==> src/rtl/adff_release_seq.sv <==
// -----------------------------------------------------------------------------
// adff_release_seq
//
// Async-reset register bank with a synchronised, sequenced reset release.
// ARST clears everything immediately and without a clock. Its release is
// re-timed into the CLK domain through a SYNC_STAGES-deep shift chain, after
// which Q is held at ARST_VALUE for HOLD_CYCLES further edges before the bank
// starts accepting D.
//
// Parameters:
//   WIDTH        - data width of D/Q
//   CLK_POLARITY - 1: active on posedge CLK, 0: active on negedge CLK
//   ARST_VALUE   - value loaded into Q during reset and held until RUN
//   SYNC_STAGES  - release synchroniser depth (2..8)
//   HOLD_CYCLES  - edges spent in HOLD after synchronised release (0..255)
//
// Ports:
//   CLK      in   clock, active edge selected by CLK_POLARITY
//   ARST     in   asynchronous active-high reset
//   EN       in   load enable, honoured only in RUN
//   D        in   next data
//   Q        out  registered data
//   RST_DONE out  registered, high exactly while the sequencer is in RUN
// -----------------------------------------------------------------------------
module adff_release_seq #(
    parameter int unsigned      WIDTH        = 1,
    parameter bit               CLK_POLARITY = 1'b1,
    parameter logic [WIDTH-1:0] ARST_VALUE   = '0,
    parameter int unsigned      SYNC_STAGES  = 2,
    parameter int unsigned      HOLD_CYCLES  = 4
) (
    input  logic             CLK,
    input  logic             ARST,
    input  logic             EN,
    input  logic [WIDTH-1:0] D,
    output logic [WIDTH-1:0] Q,
    output logic             RST_DONE
);

    // Last counter value spent in HOLD; only meaningful when HOLD_CYCLES > 0.
    localparam bit         HoldEn   = (HOLD_CYCLES > 0);
    localparam logic [7:0] HoldLast = HoldEn ? 8'(HOLD_CYCLES - 1) : 8'd0;

    typedef enum logic [1:0] {
        StReset = 2'd0,
        StHold  = 2'd1,
        StRun   = 2'd2
    } state_e;

    // Single clock net for all state; inverting it selects the negedge variant
    // so no logic ever sits on the inactive edge.
    logic clk_act;
    assign clk_act = CLK_POLARITY ? CLK : ~CLK;

    // -------------------------------------------------------------------------
    // Release synchroniser: async-cleared chain that fills with ones once ARST
    // is low. The last stage is the re-timed release.
    // -------------------------------------------------------------------------
    logic [SYNC_STAGES-1:0] sync_q;
    logic                   rel_s;

    always_ff @(posedge clk_act or posedge ARST) begin
        if (ARST) begin
            sync_q <= '0;
        end else begin
            sync_q <= {sync_q[SYNC_STAGES-2:0], 1'b1};
        end
    end

    assign rel_s = sync_q[SYNC_STAGES-1];

    // -------------------------------------------------------------------------
    // Release sequencer with registered outputs.
    // -------------------------------------------------------------------------
    state_e           state_q;
    logic [7:0]       cnt_q;
    logic [WIDTH-1:0] q_q;
    logic             done_q;

    always_ff @(posedge clk_act or posedge ARST) begin
        if (ARST) begin
            state_q <= StReset;
            cnt_q   <= 8'd0;
            q_q     <= ARST_VALUE;
            done_q  <= 1'b0;
        end else begin
            case (state_q)
                StReset: begin
                    q_q <= ARST_VALUE;
                    if (rel_s) begin
                        if (HoldEn) begin
                            state_q <= StHold;
                        end else begin
                            state_q <= StRun;
                            done_q  <= 1'b1;
                        end
                    end
                end
                StHold: begin
                    q_q   <= ARST_VALUE;
                    // Exit compares against HOLD_CYCLES-1, so the final
                    // increment never exceeds 255 and cannot wrap.
                    cnt_q <= cnt_q + 8'd1;
                    if (cnt_q == HoldLast) begin
                        state_q <= StRun;
                        done_q  <= 1'b1;
                    end
                end
                StRun: begin
                    // The entering edge was taken in HOLD/RESET, so the first
                    // capture lands one edge after RST_DONE rises.
                    if (EN) begin
                        q_q <= D;
                    end
                end
                default: begin
                    state_q <= StReset;
                    cnt_q   <= 8'd0;
                    q_q     <= ARST_VALUE;
                    done_q  <= 1'b0;
                end
            endcase
        end
    end

    assign Q        = q_q;
    assign RST_DONE = done_q;

endmodule

==> config.mk <==
export PLATFORM = sky130hd
export DESIGN_NAME = adff_release_seq
export DESIGN_NICKNAME = d
export VERILOG_FILES = /design/src/rtl/adff_release_seq.sv
export SDC_FILE = /design/constraint.sdc
export NUM_CORES = 1
export LEC_CHECK = 0
export BUFFER_PORTS_ARGS = -buffer_cell sky130_fd_sc_hd__buf_2
export CAP_MARGIN = 20
export CORE_MARGIN = 5
export CORE_UTILIZATION = 50
export CTS_CLUSTER_SIZE = 30
export DETAILED_ROUTE_END_ITERATION = 8
export GPL_TIMING_DRIVEN = 1
export PLACE_DENSITY = 0.69
export REMOVE_ABC_BUFFERS = 1
export SYNTH_ARGS = -nofsm -noshare
export SYNTH_HDL_FRONTEND = slang
export SYNTH_SLANG_ARGS = --single-unit
export TNS_END_PERCENT = 30
==> constraint.sdc <==
create_clock -name CLK -period 3.2 [get_ports CLK]
set_input_delay 0.64 -clock CLK [delete_from_list [all_inputs] [get_ports CLK]]
set_output_delay 0.64 -clock CLK [all_outputs]
set_load 0.05 [all_outputs]
# Yosys cells after proc, flatten, opt, wreduce, memory -nomap -nowiden
# Index checks and enable logic that the tools add are counted.
totals:
  in_bits: 4
  n_memories: 0
  register_bits: 14
  ramBits: 0
  romBits: 0
  latch_bits: 0
classes:
  multipliers: 0
  eq_ne: 6
  div_mod_pow: 0
  reduce_logical: 4
  muxes: 8
  shift: 0
  bitwise_logic: 2
  n_lt_le_gt_ge: 0
  addsub: 1
op_table:
  columns: ["operator", "n"]
  rows:
  - ["8-bit case mux with 2 select lines", 1]
  - ["8-bit by 1-bit adder with 8-bit output, second input constant", 1]
  - ["8-bit by 2-bit == test with 1-bit output, second input constant", 1]
  - ["2-bit inequality test, second input constant", 3]
  - ["2-bit case mux with 3 select lines", 1]
  - ["2-bit two-way mux", 2]
  - ["1-bit two-way mux", 3]
  - ["3-bit AND reduction", 1]
  - ["2-bit by 1-bit == test with 1-bit output, second input constant", 1]
  - ["2-bit == test, second input constant", 1]
  - ["2-bit zero test", 1]
  - ["1-bit NOT", 2]
  - ["1-bit case mux with 2 select lines", 1]
  - ["2-bit AND reduction", 1]
  - ["2-bit OR reduction", 1]

# Logic depth before layout (Yosys ltp)
# Gate-level depths: netlist of run 1.
logic_depth:
  ltp_word: 4
  mapped_depth: 4
  mapped_depth_nobuf: 4

# Least setup slack after synthesis of run 1
# Ideal clock, no wire load.
synth_timing:
  path_kind: "reg-to-reg"
  startpoint: "register cnt_q[0]"
  endpoint: "register cnt_q[6]"
  path_slack_ns: 1.907
  stages_incl_launch_ff: 5
  required_ns: 3.131
  arrival_ns: 1.224
  setup_ns: 0.069
  path_cell_list: "dfrtp_1 > ha_1 > inv_1 > or4_1 > nand3_1"
synth_between:
  elab_chain_len: 2
synth_lines:
  columns: ["item", "line", "text"]
  rows:
  - ["from (decl)", "76", "logic [7:0] cnt_q;"]
  - ["from (signal assigned)", "103", "cnt_q <= cnt_q + 8'd1;"]
  - ["8-bit by 1-bit adder with 8-bit output", "103", null]
  - ["8-bit case mux with 2 select lines", "87", "case (state_q)"]
# No other way between the ends.
# A chain may end at the register's enable or synchronous reset.

# Worst setup path in the final report of run 1
layout_timing:
  startpoint: "register q_q (netlist: Q)"
  endpoint: "output port Q"
layout_rtl:
  columns: ["item", "line", "text"]
  rows:
  - ["from (decl)", "77", "logic [WIDTH-1:0] q_q;"]
  - ["from (signal assigned)", "84", "q_q <= ARST_VALUE;"]
  - ["from (signal assigned)", "89", "q_q <= ARST_VALUE;"]
  - ["from (signal assigned)", "100", "q_q <= ARST_VALUE;"]
  - ["to (decl)", "36", "output logic [WIDTH-1:0] Q,"]
# No word-level cell between the ends.

==> results_dict.tcl, run 1 <==
set metrics [dict create \
    comb_power_share 0.320 \
    route.vias.total 489 \
    cts-resized-gates 0 \
    grt_overflow 0 \
    gate_count_of_the_mapped_netlist 68 \
    worst_case_vdd_ir_drop_mv 0.4744 \
    synth_top_cell_area_share 0.5147 \
    power_switching_w 0.0002678 \
    max_clk_rate_mhz 647.6 \
    grt_pass1_wl_microns 1987 \
    floorplan.die.height_microns 46.90 \
    ys_seq_area_frac 0.5147 \
    avgRoutedWirePerCell_microns 12.97 \
    rsz_0062_raised_after_global_routing "false" \
    period_needed_ns 1.544 \
    drt_drc_violations_left 0 \
    initialDrtViolationCount 14 \
    port_buffers 5 \
    dpl.hpwl_microns 839 \
    critical_path_arrival_ns 0.90 \
    worst-r2r-cell-count 4 \
    report.final.hold_viol_count 0 \
    path_buf_inv 1 \
    finalCritPeriodShare 0.4825 \
    insertedDiodeCount 0 \
    cts_buffer_depth 2 \
    critical-path-slowest-cell "dfrtp_1" \
    reg2reg_to "state_q[0]$_DFFE_PP0P_" \
    setup_viol 0 \
    maxSlewViolCount 0 \
    cts.hold.buffers_added 0 \
    dp_slack_ns 1.808 \
    path_delay_family "flip-flops" \
    drt_first_pass_iters 4 \
    yosysWarningCount 0 \
    yosys_register_bits 14 \
    status "finished, final reports clean" \
    cts_tree "yes" \
    power.internal_w 0.0004118 \
    pin_count_of_the_biggest_net_entering_global_routing 16 \
    leakage_nw 0.3621 \
    syn_avg_cell_area_sq_um 10.01 \
    die_outline_area_sq_mm 0.002199 \
    power.density_cell_area_mw_per_mm2 908.4 \
    startpoint_type "flip-flop" \
    tritoncts.num_buffers 3 \
    layout.cells.most_common_list "14 x dfrtp_1, 6 x nand3_1, 6 x inv_1" \
    coreArea_sq_mm 0.001301 \
    power_switching_share 0.3941 \
    final_layout_size_suffix_gt1_frac 0.1333 \
    worst_slew_pin_slew_ns 0.5149 \
    post_cts_buffers 0 \
    die-width_microns 46.90 \
    flow.area_growth_from_synthesis_pct 9.926 \
    maxCapViolCount 0 \
    cp_data_required_time_ns 2.56 \
    share_clk_of_total_power 0.189 \
    share_seq_of_total_power 0.491 \
    clk_root_buffer_cell "clkbuf_4" \
    row_count 13 \
    clkTransAtPathRegs_ns 0.09 \
    synth.area.top_cells "dfrtp_1 51%, mux2i_1 4.4%, nand3_1 4.4%" \
    gp_routability_congestion 0.8652 \
    syn-cell-area_sq_um 680.7 \
    path_depth 1 \
    initial_utilization 0.5231 \
    critical-path-max-stage-delay_ns 0.36 \
    boundaryPins 6 \
    crit_path_max_fanout 2 \
    total_neg_setup_slack_ns 0 \
    cp_cell_sequence "buf_2" \
    final_critical_path_setup_slack_ns 1.656 \
    crit_path_start "Q$_DFFE_PP0P_" \
    grt_pass1_vias 453 \
    worst-r2r-setup-slack_ns 1.79 \
    hold_path_class "in -> async" \
    yosys.area.top_type "dfrtp_1" \
    critical_path.reg2reg.startpoint "cnt_q[0]$_DFFE_PP0N_" \
    drtAntennaViolNets 0 \
    critical_path.endpoint "Q" \
    power_w 0.0006797 \
    avgViaCountPerCell 5.433 \
    cts_sinks 14 \
    timing_worst_setup_path_type "reg -> out" \
    setup.worst_path.end_class "output port" \
    antenna_found_initial 0 \
    cts.htree.levels 1 \
    timing.hold.ws_ns 0.3672 \
    mostFrequentLayoutCell "dfrtp_1" \
    clk_latency_ns 0.28 \
    wirelength_microns 1167 \
    synth_cell_types 26 \
    worst_clock_skew_ns 0.004475 \
    max_slew_margin 0.6563 \
    grt.total_usage 0.1309 \
    nNetsFinal 81 \
]
-- cells in the mapped netlist, drive strengths merged --
cell type and number:
o311ai 2, and3b 1, nor2b 2, nand2 5
and2b 1, nand2b 4, nor2 2, or4 3
and3 1, inv 6, nand4 1, mux2i 3
nor3 2, a21oi 1, nand3 6, o21ai 3
conb 1, dfrtp 14, or2b 1, o22ai 3
o21a 1, ha 1, buf 2, nor4b 1
nand3b 1
-- per-layer routing --
layer  vias to the layer above  track usage  wire, microns
li1                        254            -              -
met1                       226       0.1727            569
met2                         9       0.1978            540
met3                         0      0.04598             57
met4                         0      0.04972              0
met5                         -            0              0
-- worst min-delay path by stage --
stage / start / end / cells past startpoint
6_report: ARST / cnt_q[0]$_DFFE_PP0N_ / 2
2_1_floorplan: sync_q[0]$_DFF_PP0_ / sync_q[1]$_DFF_PP0_ / 0
3_5_place_dp: sync_q[0]$_DFF_PP0_ / sync_q[1]$_DFF_PP0_ / 0
3_3_place_gp: sync_q[0]$_DFF_PP0_ / sync_q[1]$_DFF_PP0_ / 0
5_1_grt: sync_q[0]$_DFF_PP0_ / sync_q[1]$_DFF_PP0_ / 0
4_1_cts: sync_q[0]$_DFF_PP0_ / sync_q[1]$_DFF_PP0_ / 0
-- state kept, by name, indices dropped and copies added, names as in the netlist --
register,cells
state_q,2
cnt_q,8
RST_DONE,1
sync_q,2
Q,1
-- final cells by class --
type | instances | area [sq um]
fill | 111 | 553.0
sequential | 14 | 350.3
multi-input combinational | 46 | 295.3
clock buffer | 4 | 36.28
timing repair buffer | 5 | 25.02
inverter | 6 | 22.52
tap | 15 | 18.77
-- cells by family (layout without fill, tap and decap cells) --
| family | count (synthesis) | after routing | synth area share |
|---|---|---|---|
| compound gates | 10 | 10 | 0.09375 |
| flops | 14 | 14 | 0.5147 |
| buf+inv | 8 | 15 | 0.05147 |
| other cells | 1 | 1 | 0.005509 |
| mux | 3 | 3 | 0.04412 |
| simple gates | 31 | 31 | 0.2721 |
| fa+ha+maj | 1 | 1 | 0.01838 |
-- power by group through the flow --
stage | sequential, W | combinational [W] | clock [W]
global route | 0.000347 | 0.000256 | 0.000141
floorplan | 0.000335 | 0.000162 | 0
CTS | 0.000330 | 0.000221 | 0.000132
finish | 0.000334 | 0.000218 | 0.000128
detailed placement | 0.000332 | 0.000220 | 0
global placement | 0.000332 | 0.000221 | 0
-- metrics by stage --
| stage | cells | utilization | area [sq um] |
|---|---|---|---|
| finish | 90 | 0.5750 | 748.2 |
| global route | 90 | 0.5750 | 748.2 |
| CTS | 90 | 0.5750 | 748.2 |
| detailed placement | 86 | 0.5471 | 711.9 |
| global placement | 86 | 0.5471 | 711.9 |
| floorplan | 66 | - | 668.1 |
No activity file was read; power rests on OpenSTA's default activity.
==> inputs of run 2 (changes only) <==
--- a/config.mk
+++ b/config.mk
@@ -8,11 +8,11 @@
 export BUFFER_PORTS_ARGS = -buffer_cell sky130_fd_sc_hd__buf_2
 export CAP_MARGIN = 20
 export CORE_MARGIN = 5
-export CORE_UTILIZATION = 50
+export CORE_UTILIZATION = 49
 export CTS_CLUSTER_SIZE = 30
 export DETAILED_ROUTE_END_ITERATION = 8
 export GPL_TIMING_DRIVEN = 1
-export PLACE_DENSITY = 0.69
+export PLACE_DENSITY = 0.7
 export REMOVE_ABC_BUFFERS = 1
 export SYNTH_ARGS = -nofsm -noshare
 export SYNTH_HDL_FRONTEND = slang
==> constraint.sdc (replaced) <==
create_clock -name CLK -period 1.4 [get_ports CLK]
set_input_delay 0.28 -clock CLK [delete_from_list [all_inputs] [get_ports CLK]]
set_output_delay 0.28 -clock CLK [all_outputs]
set_load 0.05 [all_outputs]
==> results_dict.tcl, run 2 (synthesis results as in run 1) <==
set metrics [dict create \
    status "finished, final reports clean" \
    power_w 0.001694 \
    mostFrequentLayoutCell "dfrtp_1" \
    setup.worst_path.end_class "flip-flop" \
    coreArea_sq_mm 0.001301 \
    share_seq_of_total_power 0.406 \
    setup_viol 0 \
    insertedDiodeCount 0 \
    power_switching_share 0.3864 \
    maxSlewViolCount 0 \
    grt_overflow 0 \
    hold_path_class "in -> async" \
    initialDrtViolationCount 7 \
    cts_sinks 14 \
    report.final.hold_viol_count 0 \
    share_clk_of_total_power 0.169 \
    antenna_found_initial 0 \
    timing_worst_setup_path_type "reg -> reg" \
    top_register "cnt_q" \
    dpl.hpwl_microns 974 \
    clkTransAtPathRegs_ns 0.08 \
    grt_pass1_vias 495 \
    maxCapViolCount 0 \
    finalCritPeriodShare 0.9329 \
    worst_slew_pin_slew_ns 0.5038 \
    total_neg_setup_slack_ns 0 \
    die_outline_area_sq_mm 0.002234 \
    critical_path_arrival_ns 1.52 \
    power_switching_w 0.0006546 \
    nNetsFinal 87 \
    grt_pass1_wl_microns 2132 \
    largest_register_ff_count 8 \
    clk_root_buffer_cell "clkbuf_4" \
    route.vias.total 537 \
    period_needed_ns 1.306 \
    worst_clock_skew_ns 0.004961 \
    grt.total_usage 0.1423 \
    initial_utilization 0.5231 \
    row_count 13 \
    worst-r2r-setup-slack_ns 0.09 \
    power.density_cell_area_mw_per_mm2 2112 \
    boundaryPins 6 \
    startpoint_type "flip-flop" \
    final_layout_size_suffix_gt1_frac 0.2222 \
    die-width_microns 47.27 \
    worst-r2r-cell-count 4 \
    cts_tree "yes" \
    crit_path_max_fanout 4 \
    power.internal_w 0.001039 \
    floorplan.die.height_microns 47.27 \
    drtAntennaViolNets 0 \
    comb_power_share 0.425 \
    max_clk_rate_mhz 765.6 \
    drt_first_pass_iters 4 \
    rsz_0062_raised_after_global_routing "false" \
    clk_latency_ns 0.28 \
    cp_data_required_time_ns 1.62 \
    pin_count_of_the_biggest_net_entering_global_routing 15 \
    gp_routability_congestion 0.7775 \
    cts.htree.levels 1 \
    avgViaCountPerCell 5.594 \
    avgRoutedWirePerCell_microns 13.70 \
    layout.cells.most_common_list "14 x dfrtp_1, 6 x nand3_1, 6 x inv_1, 6 x buf_4" \
    largestRegisters "cnt_q: 8 flops, state_q: 2 flops, sync_q: 2 flops" \
    cts_buffer_depth 2 \
    port_buffers 5 \
    worst_case_vdd_ir_drop_mv 1.340 \
    drt_drc_violations_left 0 \
    max_slew_margin 0.6638 \
    wirelength_microns 1315 \
    tritoncts.num_buffers 3 \
    leakage_nw 0.3909 \
    flow.area_growth_from_synthesis_pct 17.83 \
]
-- run 2: cell types whose count changed in the layout (fill, tap and decap cells not counted) --
cell	change
nor4b_1	-1
nor4b_2	+1
buf_4	+6
ha_1	-1
ha_2	+1
-- run 2: what timing repair did --
action                                  in CTS  in global routing
hold buffers                                 0                  0
gates resized for setup                      0                  2
buffers inserted                             0                  0
endpoints found under the setup margin       0                  2
-- run 2: cell type report --
cell class                      count  area, sq um
Sequential cell                    14        350.3
Multi-Input combinational cell     46        304.0
Timing Repair Buffer               11        70.07
Clock buffer                        4        36.28
Inverter                            6        22.52
Fill cell                         119        499.2
Tap cell                           15        18.77
-- run 2: path summary, 6_finish.rpt --
| path | start | to |
|---|---|---|
| worst min register to register | sync_q[0]$_DFF_PP0_ | sync_q[1]$_DFF_PP0_ |
| max in group asynchronous | ARST | cnt_q[6]$_DFFE_PP0N_ |
| worst max-delay path | cnt_q[1]$_DFFE_PP0N_ | cnt_q[6]$_DFFE_PP0N_ |
| worst min-delay path | ARST | cnt_q[2]$_DFFE_PP0N_ |
| min in group CLK | D | Q$_DFFE_PP0P_ |
| worst max register to register | cnt_q[1]$_DFFE_PP0N_ | cnt_q[6]$_DFFE_PP0N_ |
-- run 2: power groups by stage --
stage | logic, W | clock network, W | registers (W)
floorplan | 0.000370 | 0 | 0.000765
global placement | 0.000685 | 0 | 0.000678
detailed placement | 0.000703 | 0 | 0.000689
CTS | 0.000708 | 0.000294 | 0.000680
global route | 0.000798 | 0.000315 | 0.000707
finish | 0.000720 | 0.000286 | 0.000688
-- run 2: per-stage QoR --
stage	hold WS (ns)	instance area [sq um]	cells	utilization	setup slack (ns)
final	0.01058	802.0	96	0.6163	0.09390
after global routing	0.05854	802.0	96	0.6163	0.006116
after CTS	0.03810	793.3	96	0.6096	0.08070
after detailed placement	0.3446	757.0	92	0.5817	0.1149
after global placement	0.3382	757.0	92	0.5817	0.1374
after floorplan	0.1692	668.1	66	-	0.1071
-- run 2: routing by layer --
metal,global-route usage,routed length (microns),vias up
met5,0,0,-
met4,0.09945,33,0
met3,0.03448,43,4
met2,0.2219,646,8
met1,0.1702,592,261
li1,-,-,264
-- run 2: worst max-delay path, cell delays in order, from the launching register on --
cell and delay (ns):
dfrtp_1 0.36, ha_2 0.21, inv_1 0.07, or4_1 0.51, nand3_1 0.09
